===== config.mk =====
export PLATFORM = sky130hd
export DESIGN_NAME = fma_stream_feeder
export DESIGN_NICKNAME = d
export VERILOG_FILES = /design/src/rtl/fma_stream_feeder.sv
export SDC_FILE = /design/constraint.sdc
export NUM_CORES = 1
export LEC_CHECK = 0
export CAP_MARGIN = 5
export CELL_PAD_IN_SITES_DETAIL_PLACEMENT = 1
export CELL_PAD_IN_SITES_GLOBAL_PLACEMENT = 2
export CORE_AREA = 2 2 274 276
export DETAILED_ROUTE_END_ITERATION = 10
export DIE_AREA = 0 0 276 278
export HOLD_SLACK_MARGIN = 0.15
export PLACE_DENSITY_LB_ADDON = 0.1
export SYNTH_ARGS = -nofsm -noshare
export SYNTH_HDL_FRONTEND = slang
export SYNTH_SLANG_ARGS = --single-unit

===== constraint.sdc =====
create_clock -name clk_i -period 34.4 [get_ports clk_i]
set_input_delay 3.44 -clock clk_i [delete_from_list [all_inputs] [get_ports clk_i]]
set_output_delay 3.44 -clock clk_i [all_outputs]
set_load 0.1 [all_outputs]

===== src/rtl/fma_stream_feeder.sv =====
// Memory-mapped operand feeder for a pipelined arithmetic unit: operand registers, valid/ready
// launch with result credits, a circular result FIFO, status and cycle profiling counters.
module fma_stream_feeder #(
    parameter int              XLEN      = 32,
    parameter int              NUM_OPS   = 3,
    parameter int              RES_DEPTH = 4,
    parameter logic [XLEN-1:0] BASE_ADDR = 32'hC400_0000
) (
    input  logic                    clk_i,
    input  logic                    rst_i,
    input  logic                    en_i,
    input  logic                    we_i,
    input  logic [XLEN-1:0]         addr_i,
    input  logic [XLEN-1:0]         data_i,
    output logic                    data_ready_o,
    output logic [XLEN-1:0]         data_o,
    output logic                    valid_o,
    input  logic                    ready_i,
    output logic [NUM_OPS*XLEN-1:0] operands_o,
    input  logic                    result_valid_i,
    input  logic [XLEN-1:0]         result_data_i
);

    localparam int PW = (RES_DEPTH > 1) ? $clog2(RES_DEPTH) : 1;
    localparam int CW = PW + 1;

    localparam logic [5:0] IDX_CTRL   = 6'h10;
    localparam logic [5:0] IDX_STATUS = 6'h11;
    localparam logic [5:0] IDX_RESULT = 6'h12;
    localparam logic [5:0] IDX_CNTIN  = 6'h13;
    localparam logic [5:0] IDX_CNTCLC = 6'h14;
    localparam logic [5:0] IDX_CNTWT  = 6'h15;

    logic [XLEN-1:0]         offset;
    logic                    inWindow, access, aligned, wrAccess, rdAccess;
    logic [5:0]              wordIdx;
    logic                    opHit, opWrite, ctrlWrite, resultRead;
    logic                    goReq, clearReq, autoGo;

    logic [XLEN-1:0]         ops_q [NUM_OPS];
    logic [XLEN-1:0]         ops_d [NUM_OPS];
    logic [NUM_OPS*XLEN-1:0] operands_q, operands_d, opsPacked;
    logic                    valid_q, valid_d, pending_q, pending_d;
    logic                    autoMode_q, autoMode_d, ovf_q, ovf_d;
    logic [7:0]              outstanding_q, outstanding_d, outTmp;
    logic [8:0]              creditUsed;
    logic                    launchReq, canPresent, fire, transfer;

    logic [XLEN-1:0]         mem_q [RES_DEPTH];
    logic [PW-1:0]           wrPtr_q, wrPtr_d, rdPtr_q, rdPtr_d;
    logic [CW-1:0]           count_q, count_d;
    logic                    fifoFull, push, pushOk, pop;

    logic [31:0]             inputCnt_q, inputCnt_d, calcCnt_q, calcCnt_d, waitCnt_q, waitCnt_d;
    logic                    dataReady_q;
    logic [XLEN-1:0]         dataOut_q, dataOut_d, rdata;
    logic [31:0]             statusWord;

    assign offset     = addr_i - BASE_ADDR;
    assign inWindow   = (offset[XLEN-1:8] == '0);
    assign access     = en_i && inWindow;
    assign aligned    = (offset[1:0] == 2'b00);
    assign wordIdx    = offset[7:2];
    assign wrAccess   = access && we_i && aligned;
    assign rdAccess   = access && !we_i && aligned;
    assign opHit      = (wordIdx < 6'(NUM_OPS));
    assign opWrite    = wrAccess && opHit;
    assign ctrlWrite  = wrAccess && (wordIdx == IDX_CTRL);
    assign resultRead = rdAccess && (wordIdx == IDX_RESULT);
    assign goReq      = ctrlWrite && data_i[0];
    assign clearReq   = ctrlWrite && data_i[1];
    assign autoGo     = opWrite && autoMode_q && (wordIdx == 6'(NUM_OPS - 1));

    assign fifoFull   = (count_q == CW'(RES_DEPTH));
    assign transfer   = valid_q && ready_i;
    // A bundle still sitting on valid_o already holds a result slot, so it counts against credit.
    assign creditUsed = {1'b0, outstanding_q} + 9'(count_q) + 9'(valid_q);

    assign statusWord = {8'd0, outstanding_q, 8'(count_q), 3'd0, autoMode_q, ovf_q,
                         fifoFull, (count_q != '0),
                         (pending_q || valid_q || (outstanding_q != 8'd0))};

    always_comb begin
        ops_d = ops_q;
        for (int k = 0; k < NUM_OPS; k++) begin
            if (opWrite && (wordIdx == 6'(k))) ops_d[k] = data_i;
        end
        opsPacked = '0;
        for (int k = 0; k < NUM_OPS; k++) begin
            opsPacked[k*XLEN +: XLEN] = ops_d[k];
        end

        launchReq  = goReq || autoGo || pending_q;
        canPresent = !valid_q || ready_i;
        fire       = launchReq && canPresent && (creditUsed < 9'(RES_DEPTH)) && !clearReq;

        valid_d    = clearReq ? 1'b0 : (fire ? 1'b1 : (transfer ? 1'b0 : valid_q));
        operands_d = fire ? opsPacked : operands_q;
        pending_d  = !clearReq && launchReq && !fire;
        autoMode_d = ctrlWrite ? data_i[2] : autoMode_q;

        outTmp = outstanding_q + 8'(transfer);
        if (result_valid_i && (outTmp != 8'd0)) outTmp = outTmp - 8'd1;
        outstanding_d = clearReq ? 8'd0 : outTmp;

        // Full FIFO still accepts a push when the head leaves on the same cycle.
        push   = result_valid_i && !clearReq;
        pop    = resultRead && (count_q != '0);
        pushOk = push && (!fifoFull || pop);
        ovf_d  = clearReq ? 1'b0 : (ovf_q || (push && !pushOk));

        wrPtr_d = wrPtr_q + PW'(pushOk);
        rdPtr_d = rdPtr_q + PW'(pop);
        count_d = count_q + CW'(pushOk) - CW'(pop);
        if (clearReq) begin
            wrPtr_d = '0;
            rdPtr_d = '0;
            count_d = '0;
        end

        inputCnt_d = clearReq ? 32'd0 : inputCnt_q + 32'(opWrite);
        calcCnt_d  = clearReq ? 32'd0 : calcCnt_q + 32'(outstanding_q != 8'd0);
        waitCnt_d  = clearReq ? 32'd0 : waitCnt_q + 32'(count_q != '0);

        rdata = '0;
        if (opHit) begin
            for (int k = 0; k < NUM_OPS; k++) begin
                if (wordIdx == 6'(k)) rdata = ops_q[k];
            end
        end
        case (wordIdx)
            IDX_STATUS: rdata = XLEN'(statusWord);
            IDX_RESULT: rdata = (count_q != '0) ? mem_q[rdPtr_q] : '0;
            IDX_CNTIN:  rdata = XLEN'(inputCnt_q);
            IDX_CNTCLC: rdata = XLEN'(calcCnt_q);
            IDX_CNTWT:  rdata = XLEN'(waitCnt_q);
            default:    ;
        endcase
        dataOut_d = rdAccess ? rdata : '0;
    end

    always_ff @(posedge clk_i or posedge rst_i) begin
        if (rst_i) begin
            for (int k = 0; k < NUM_OPS; k++) ops_q[k] <= '0;
            for (int i = 0; i < RES_DEPTH; i++) mem_q[i] <= '0;
            operands_q    <= '0;
            valid_q       <= 1'b0;
            pending_q     <= 1'b0;
            autoMode_q    <= 1'b0;
            ovf_q         <= 1'b0;
            outstanding_q <= 8'd0;
            wrPtr_q       <= '0;
            rdPtr_q       <= '0;
            count_q       <= '0;
            inputCnt_q    <= 32'd0;
            calcCnt_q     <= 32'd0;
            waitCnt_q     <= 32'd0;
            dataReady_q   <= 1'b0;
            dataOut_q     <= '0;
        end else begin
            ops_q         <= ops_d;
            if (pushOk) mem_q[wrPtr_q] <= result_data_i;
            operands_q    <= operands_d;
            valid_q       <= valid_d;
            pending_q     <= pending_d;
            autoMode_q    <= autoMode_d;
            ovf_q         <= ovf_d;
            outstanding_q <= outstanding_d;
            wrPtr_q       <= wrPtr_d;
            rdPtr_q       <= rdPtr_d;
            count_q       <= count_d;
            inputCnt_q    <= inputCnt_d;
            calcCnt_q     <= calcCnt_d;
            waitCnt_q     <= waitCnt_d;
            dataReady_q   <= access;
            dataOut_q     <= dataOut_d;
        end
    end

    assign data_ready_o = dataReady_q;
    assign data_o       = dataOut_q;
    assign valid_o      = valid_q;
    assign operands_o   = operands_q;

endmodule


==> results by group, run 1 <==
STA
  – Slew margin rel.: 0.253
  – Crit share post-route: 0.202
  – Fmax: around 140 MHz
  – Setup tns final: 0 ns
  – Final min period: 6.95 ns
  – Slew @ Worst Pin: 1.12 ns
  – Layout Skew: 0.0250 ns
  – Final Setup Violations: 0
  – RSZ-0062 raised after global routing: no
  – Final hold violation count: 0
  – Slew Limit Fails: 0

Run status
  – Outcome: complete, but fails checks
  – Violated checks: design-rule violations

Routing
  – DR pass1 iterations: 8
  – Vias per inst: between 4 and 5
  – Post-Route WL: ~67000 um
  – DR WL/cell: 23.2 um
  – Initial drt markers: 849
  – Final ANT Viol Nets: 0
  – Via count: 14000
  – # DRC: 6

Synth
  – Synth async-reset ratio: 1.00
  – Number of synthesized register bits: 468
  – Cell area after synthesis: between 0.02 and 0.025 mm^2
  – Post-synth EDFFs: 0
  – Distinct cells, synth: 57
  – Yosys warning total: 0
  – Net Count, Synth: 1747
  – Avg Cell Area, Syn: 13.0 um^2
  – Sequential area share after synthesis: 0.553
  – Mapped Cells: ~1600
  – Top_reg_cell synth: dfrtp_1

Floorplanning
  – Die Width: 276 um
  – Row Count: 100
  – Initial core utilization: 0.287
  – IO Pins: between 200 and 250
  – Die Y: ~280 um
  – Die area: 0.0767 mm^2
  – Core Area: 0.0738 mm^2

Power
  – Worst VDD drop: between 0.03 and 0.04 mV
  – Switching Fraction: 0.268
  – Part of the power in combinational logic: 0.159
  – NetSw: 431 uW
  – Internal Power: between 1000 and 1500 uW
  – PwrDens: 60.5 mW/mm^2
  – P_leak: ~0.011 uW
  – Clock share of power: 0.400
  – Sequential Power Share: 0.442

Placement
  – # port buffers: 231
  – Placed Area: 0.0246 mm^2
  – GPL Wtd Cong: 0.772
  – DP HPWL: 45500 um

CTS
  – Clk slew on worst S/H paths: around 0.06 ns
  – Count of cells resized by post-cts repair: 0
  – Num CTS Buffers: 56
  – Clock Path Buffers: 3
  – Clock sink count: 468
  – Post-CTS Setup Repair Bufs: 0
  – H-tree depth: 2
  – CTS tree: built
  – # hold bufs at CTS: 0
  – Root Buffer: clkbuf_16
  – Worst-Skew Late Latency: 0.62 ns

Critical path
  – CP max FO: 11
  – Worst path arrival time: between 7 and 8 ns
  – Crit Path Class: input pin to flop
  – Critical path depth: 11
  – Reg2Reg Depth: 13
  – Worst-path cell chain: clkdlybuf4s50_1 > nor4_2 > nand4b_2 > a2111oi_0 > ha_1 > and3_1 > nor4b_1 > nand4_1 > nor4_1 > xnor2_1 > nor2_1
  – Worst EP required: roughly 35 ns
  – CP startpoint kind: input pin
  – CP Buf/Inv Count: 1
  – CP max stage delay: 0.70 ns
  – Kind of cell adding the most delay to the critical path: simple AND/OR/NAND/NOR gates
  – Type of destination of the critical path: flop
  – Slowest stage cell, crit path: nor4b_1

Finish
  – Area occupied by multi-input gates: around 0.009 mm^2
  – Post-route design area: 0.0266 mm^2
  – Nets: a little under 2000
  – Filler cell count: roughly 8000
  – Post-layout util: 0.360
  – Most common cell after layout, fill and taps aside: dfrtp_1
  – Seq. cell area: 0.0117 mm^2
  – Area Growth Syn to Fin: 25.5%
  – Layout cells sized above 1: 0.234
  – Most frequent cells in the layout: 466 x dfrtp_1, 230 x clkdlybuf4s50_1, 217 x mux2_2
  – Number of diodes: 0

GRT
  – Grt ovf: 0
  – Global-route wire length before repair: 103000 um
  – Initial antenna violation count: 0
  – Total Routing Usage GR: 0.175
  – Largest net degree at the start of global routing: 149
  – Vias in the first global route: between 15000 and 20000

Hold path
  – Worst min path class: flop to flop
  – Hold Path Depth: 1

Run
  – Max-capacitance violation count: 0
## registers in the layout, indices dropped and copies added (netlist names), 3 cells and up
| signal | flops |
|---|---|
| mem_q | 128 |
| operands_o | 96 |
| ops_q | 96 |
| calcCnt_q | 32 |
| data_o | 32 |
| inputCnt_q | 32 |
| waitCnt_q | 32 |
| outstanding_q | 8 |
| count_q | 3 |
## power groups by stage
stage,sequential (uW),clock (uW),combinational [uW]
2_1_floorplan,699,0,191
3_3_place_gp,715,0,255
3_5_place_dp,721,0,262
5_1_grt,726,688,284
4_1_cts,712,665,263
6_report,710,643,255
## metal layers
metal  global-route usage  vias up  share of wire
met5                    0        -              0
met4               0.0441        0          0.019
met3               0.0238       78          0.029
met2                0.291      193           0.49
met1                0.243     7402           0.46
li1                     -     6357              -
## synth_stat cells (5+ instances only)
master    count  area [um^2]
and4_1       10         87.6
ha_1         17          213
nor4_2        5         62.6
nand2_1      87          327
a31oi_1      15         93.8
a22oi_1      31          233
or3_1        18          113
nand4_1      24          150
mux2_1       63          709
and3_1       13         81.3
buf_4        10         75.1
mux2_2      217         2440
mux2i_1      33          330
o21ai_0      52          260
or4_1         5         37.5
xor2_1       38          333
buf_2        18         90.1
mux2_4       40          601
nor2_1      111          417
nand3_1      39          195
xnor2_1      48          420
a222oi_1     33          330
dfrtp_1     468        11700
inv_1        18         67.6
mux4_2       32          721
and2_1       18          113
clkbuf_1     56          210
nor4_1        8         50.1
a21oi_1      39          195
nor3_1       16         80.1
## worst reg2reg max path: cells and delay by family (launching register included)
family	cells	cell delay, ns
buffers and inverters	3	0.36
adder cells (fa/ha/maj)	3	0.80
AND/OR/NAND/NOR	4	1.03
XOR/XNOR	2	0.31
flip-flops	1	0.47
AO/OA/AOI/OAI	1	0.35
## cell families (layout without fill, tap and decap cells)
logic type,after synthesis,count (layout),synth area share
compound gates,184,184,0.0586
fa+ha+maj,18,18,0.0110
flops,468,468,0.553
buf+inv,110,383,0.0237
mux,385,385,0.227
xor+xnor,86,86,0.0355
simple gates,376,376,0.0917
## stage by stage
stage / setup slack [ns] / power (uW) / hold WS, ns / std cells
floorplan: 17.91 / 890 / 0.452 / 1627
global placement: 26.97 / 969 / 0.462 / 2763
detailed placement: 26.78 / 984 / 0.472 / 2763
CTS: 27.50 / 1640 / 0.486 / 2869
global route: 27.06 / 1700 / 0.500 / 2869
finish: 27.45 / 1610 / 0.480 / 2869
## cell type report
class / count / area share
Inverter: 18 / 0.00282
Multi-Input combinational cell: 1049 / 0.339
Tap cell: 969 / 0.0456
Sequential cell: 468 / 0.440
Clock inverter: 23 / 0.0129
Clock buffer: 83 / 0.0636
Timing Repair Buffer: 259 / 0.0956
## path summary, 6_finish.rpt
path	from	endpoint	slack (ns)
worst max-delay path	addr_i[23]	inputCnt_q[31]	27.45
min in group asynchronous	rst_i	mem_q[96]	3.40
worst max register to register	count_q[1]	count_q[2]	30.92
max in group asynchronous	rst_i	operands_o[28]	28.85
worst min register to register	mem_q[55]	mem_q[55]	0.48
worst min-delay path	mem_q[55]	mem_q[55]	0.48
No activity file was read; power rests on OpenSTA's default activity.
==> inputs of run 2 (changes only) <==
==> constraint.sdc (replaced) <==
create_clock -name clk_i -period 6.5 [get_ports clk_i]
set_input_delay 0.65 -clock clk_i [delete_from_list [all_inputs] [get_ports clk_i]]
set_output_delay 0.65 -clock clk_i [all_outputs]
set_load 0.1 [all_outputs]
==> run 2 against run 1 <==
Effect of this change: the flow still finishes with violations (design-rule violations); design area fell by 0.45%; worst setup slack got worse by 25 ns; wire length grew 1.3%; die area stayed put; flip-flop and latch count unchanged; global-route usage barely moved; critical path type unchanged; highest routed layer unchanged.
==> results by group, run 2 (synthesized netlist as in run 1, its figures left out) <==
CTS
  – Clk slew on worst S/H paths: 0.06 ns (about the same)
  – Clock sink count: 468 (unchanged)
  – Root Buffer: clkbuf_16
  – Count of cells resized by post-cts repair: 0 (unchanged)
  – H-tree depth: 2 (unchanged)
  – Num CTS Buffers: 55 (-1.8%)
  – CTS tree: built
  – Post-CTS Setup Repair Bufs: 0 (unchanged)
  – Worst-Skew Late Latency: 0.62 ns (about the same)
  – Clock Path Buffers: 3 (unchanged)
  – # hold bufs at CTS: 0 (unchanged)

STA
  – Slew margin rel.: 0.247 (-0.00604)
  – Final Setup Violations: 0 (unchanged)
  – Final hold violation count: 0 (unchanged)
  – Setup tns final: 0 ns (unchanged)
  – Layout Skew: 0.0188 ns (-0.00622 ns)
  – Slew Limit Fails: 0 (unchanged)
  – Final min period: around 4.3 ns
  – RSZ-0062 raised after global routing: no
  – Crit share post-route: 0.659
  – Slew @ Worst Pin: 1.13 ns (+0.00903 ns)
  – Fmax: 233 MHz

Power
  – Total power: 8410 uW (+420%)
  – PwrDens: 318 mW/mm^2 (+430%)
  – P_leak: 0.0113 uW (-0.53%)
  – Clock share of power: 0.391 (-0.009)
  – Part of the power in combinational logic: 0.161 (+0.002)
  – Internal Power: 6170 uW (+420%)
  – Switching Fraction: 0.267 (-0.000819)
  – NetSw: 2250 uW (+420%)
  – Worst VDD drop: 0.196 mV (+470%)
  – Sequential Power Share: 0.448 (+0.006)

Floorplanning
  – Row Count: 100 (unchanged)
  – Die area: 0.0767 mm^2 (unchanged)
  – Initial core utilization: 0.287 (unchanged)
  – Die Y: 278 um (unchanged)
  – Die Width: 276 um (unchanged)
  – Core Area: 0.0738 mm^2 (unchanged)
  – IO Pins: 232 (unchanged)

Critical path
  – CP max FO: 11 (unchanged)
  – CP Capture Point: inputCnt_q[31]
  – Worst EP required: 6.98 ns (-27.89 ns)
  – Crit Path Class: input pin to flop
  – Internal reg-to-reg setup slack: 2.98 ns (-27.94 ns)
  – Worst path arrival time: 4.76 ns (-2.66 ns)
  – CP startpoint kind: input pin
  – Reg2reg end: count_q[2]
  – Type of destination of the critical path: flop
  – Reg2Reg Depth: 13 (unchanged)
  – Worst flop-to-flop path startpoint: count_q[1]
  – Crit. Startpoint: addr_i[23]

Routing
  – # DRC: 5 (-1)
  – Post-Route WL: 67600 um (+1.3%)
  – DR WL/cell: 23.6 um (+1.4%)
  – Vias per inst: 4.96 (+1.4%)
  – DR pass1 iterations: 9 (+1)
  – Via count: 14200 (+1.3%)
  – Initial drt markers: 942 (+11%)
  – Final ANT Viol Nets: 0 (unchanged)

Hold path
  – Worst min path class: flop to flop

Finish
  – Most flop-heavy register: mem_q
  – Post-route design area: 0.0265 mm^2 (-0.45%)
  – Most common cell after layout, fill and taps aside: dfrtp_1
  – Post-layout util: 0.359 (-0.00163)
  – Nets: 1972 (unchanged)
  – Number of flip-flops in the largest register: 128 (unchanged)
  – Area Growth Syn to Fin: 25.0%
  – Most frequent cells in the layout: 466 x dfrtp_1, 230 x clkdlybuf4s50_1, 217 x mux2_2
  – Layout cells sized above 1: 0.225 (-0.00888)

Placement
  – # port buffers: 231 (unchanged)
  – GPL Wtd Cong: 0.779 (+0.91%)
  – Placed Area: 0.0246 mm^2 (about the same)
  – DP HPWL: 46100 um (+1.4%)

GRT
  – Total Routing Usage GR: 0.175 (-0.000203)
  – Largest net degree at the start of global routing: 144 (-3.4%)
  – Vias in the first global route: 15200 (-1.6%)
  – Grt ovf: 0 (unchanged)
  – Initial antenna violation count: 2 (+2)
  – Global-route wire length before repair: 102000 um (-0.35%)

Run status
  – Violated checks: design-rule violations
  – Outcome: complete, but fails checks

Run
  – Max-capacitance violation count: 0 (unchanged)
-- run 2: cell types whose count changed in the layout (fill, tap and decap cells not counted) --
cell | previous run | this run
clkinv_8 | 3 | 1
clkbuf_8 | 19 | 10
clkinvlp_4 | 5 | 1
buf_12 | 2 | 3
inv_8 | 1 | 0
inv_6 | 0 | 1
clkbuf_1 | 8 | 21
diode_2 | 0 | 1
clkinv_2 | 6 | 3
clkinv_4 | 2 | 0
bufinv_16 | 7 | 8
-- run 2: how the worst min path moves through the flow --
stage	startpoint	endpoint	slack, ns	depth (start not counted)
2_1_floorplan	mem_q[32]	mem_q[32]	0.45	1
3_3_place_gp	mem_q[90]	mem_q[90]	0.46	1
3_5_place_dp	mem_q[40]	mem_q[40]	0.47	1
4_1_cts	mem_q[40]	mem_q[40]	0.48	1
5_1_grt	mem_q[49]	mem_q[49]	0.50	1
6_report	mem_q[53]	mem_q[53]	0.47	1
-- run 2: through the flow --
step,hold WS [ns],setup slack (ns),instances
after global routing,0.497,1.69,2865
after CTS,0.482,2.24,2864
after global placement,0.463,1.71,2764
after detailed placement,0.469,1.57,2764
after floorplan,0.452,-0.487,1627
final,0.475,2.22,2865
-- run 2: layer usage --
layer	vias up	share of wire	track usage
li1	6374	-	-
met1	7525	0.45	0.236
met2	230	0.49	0.294
met3	84	0.033	0.0267
met4	0	0.024	0.0479
met5	-	0	0
-- run 2: area by class of cell --
class,instances,area (um^2)
multi-input combinational,1049,9020
inverter,18,71.3
clock inverter,13,280
antenna,1,2.50
sequential,468,11700
timing repair buffer,260,2560
tap,969,1210
clock buffer,87,1620
fill,7790,47300
-- run 2: power by group through the flow --
| stage | sequential, uW | clock, uW | combinational [uW] |
|---|---|---|---|
| floorplan | 3700 | 0 | 1010 |
| global placement | 3790 | 0 | 1350 |
| detailed placement | 3820 | 0 | 1390 |
| CTS | 3770 | 3400 | 1400 |
| global route | 3840 | 3510 | 1500 |
| finish | 3770 | 3290 | 1360 |
-- run 2: critical path: stages --
cell             delay (ns)
clkdlybuf4s50_1        0.42
nor4_2                 0.35
nand4b_2               0.29
a2111oi_0              0.63
ha_1                   0.31
and3_1                 0.18
nor4b_1                0.76
nand4_1                0.55
nor4_1                 0.40
xnor2_1                0.17
nor2_1                 0.05
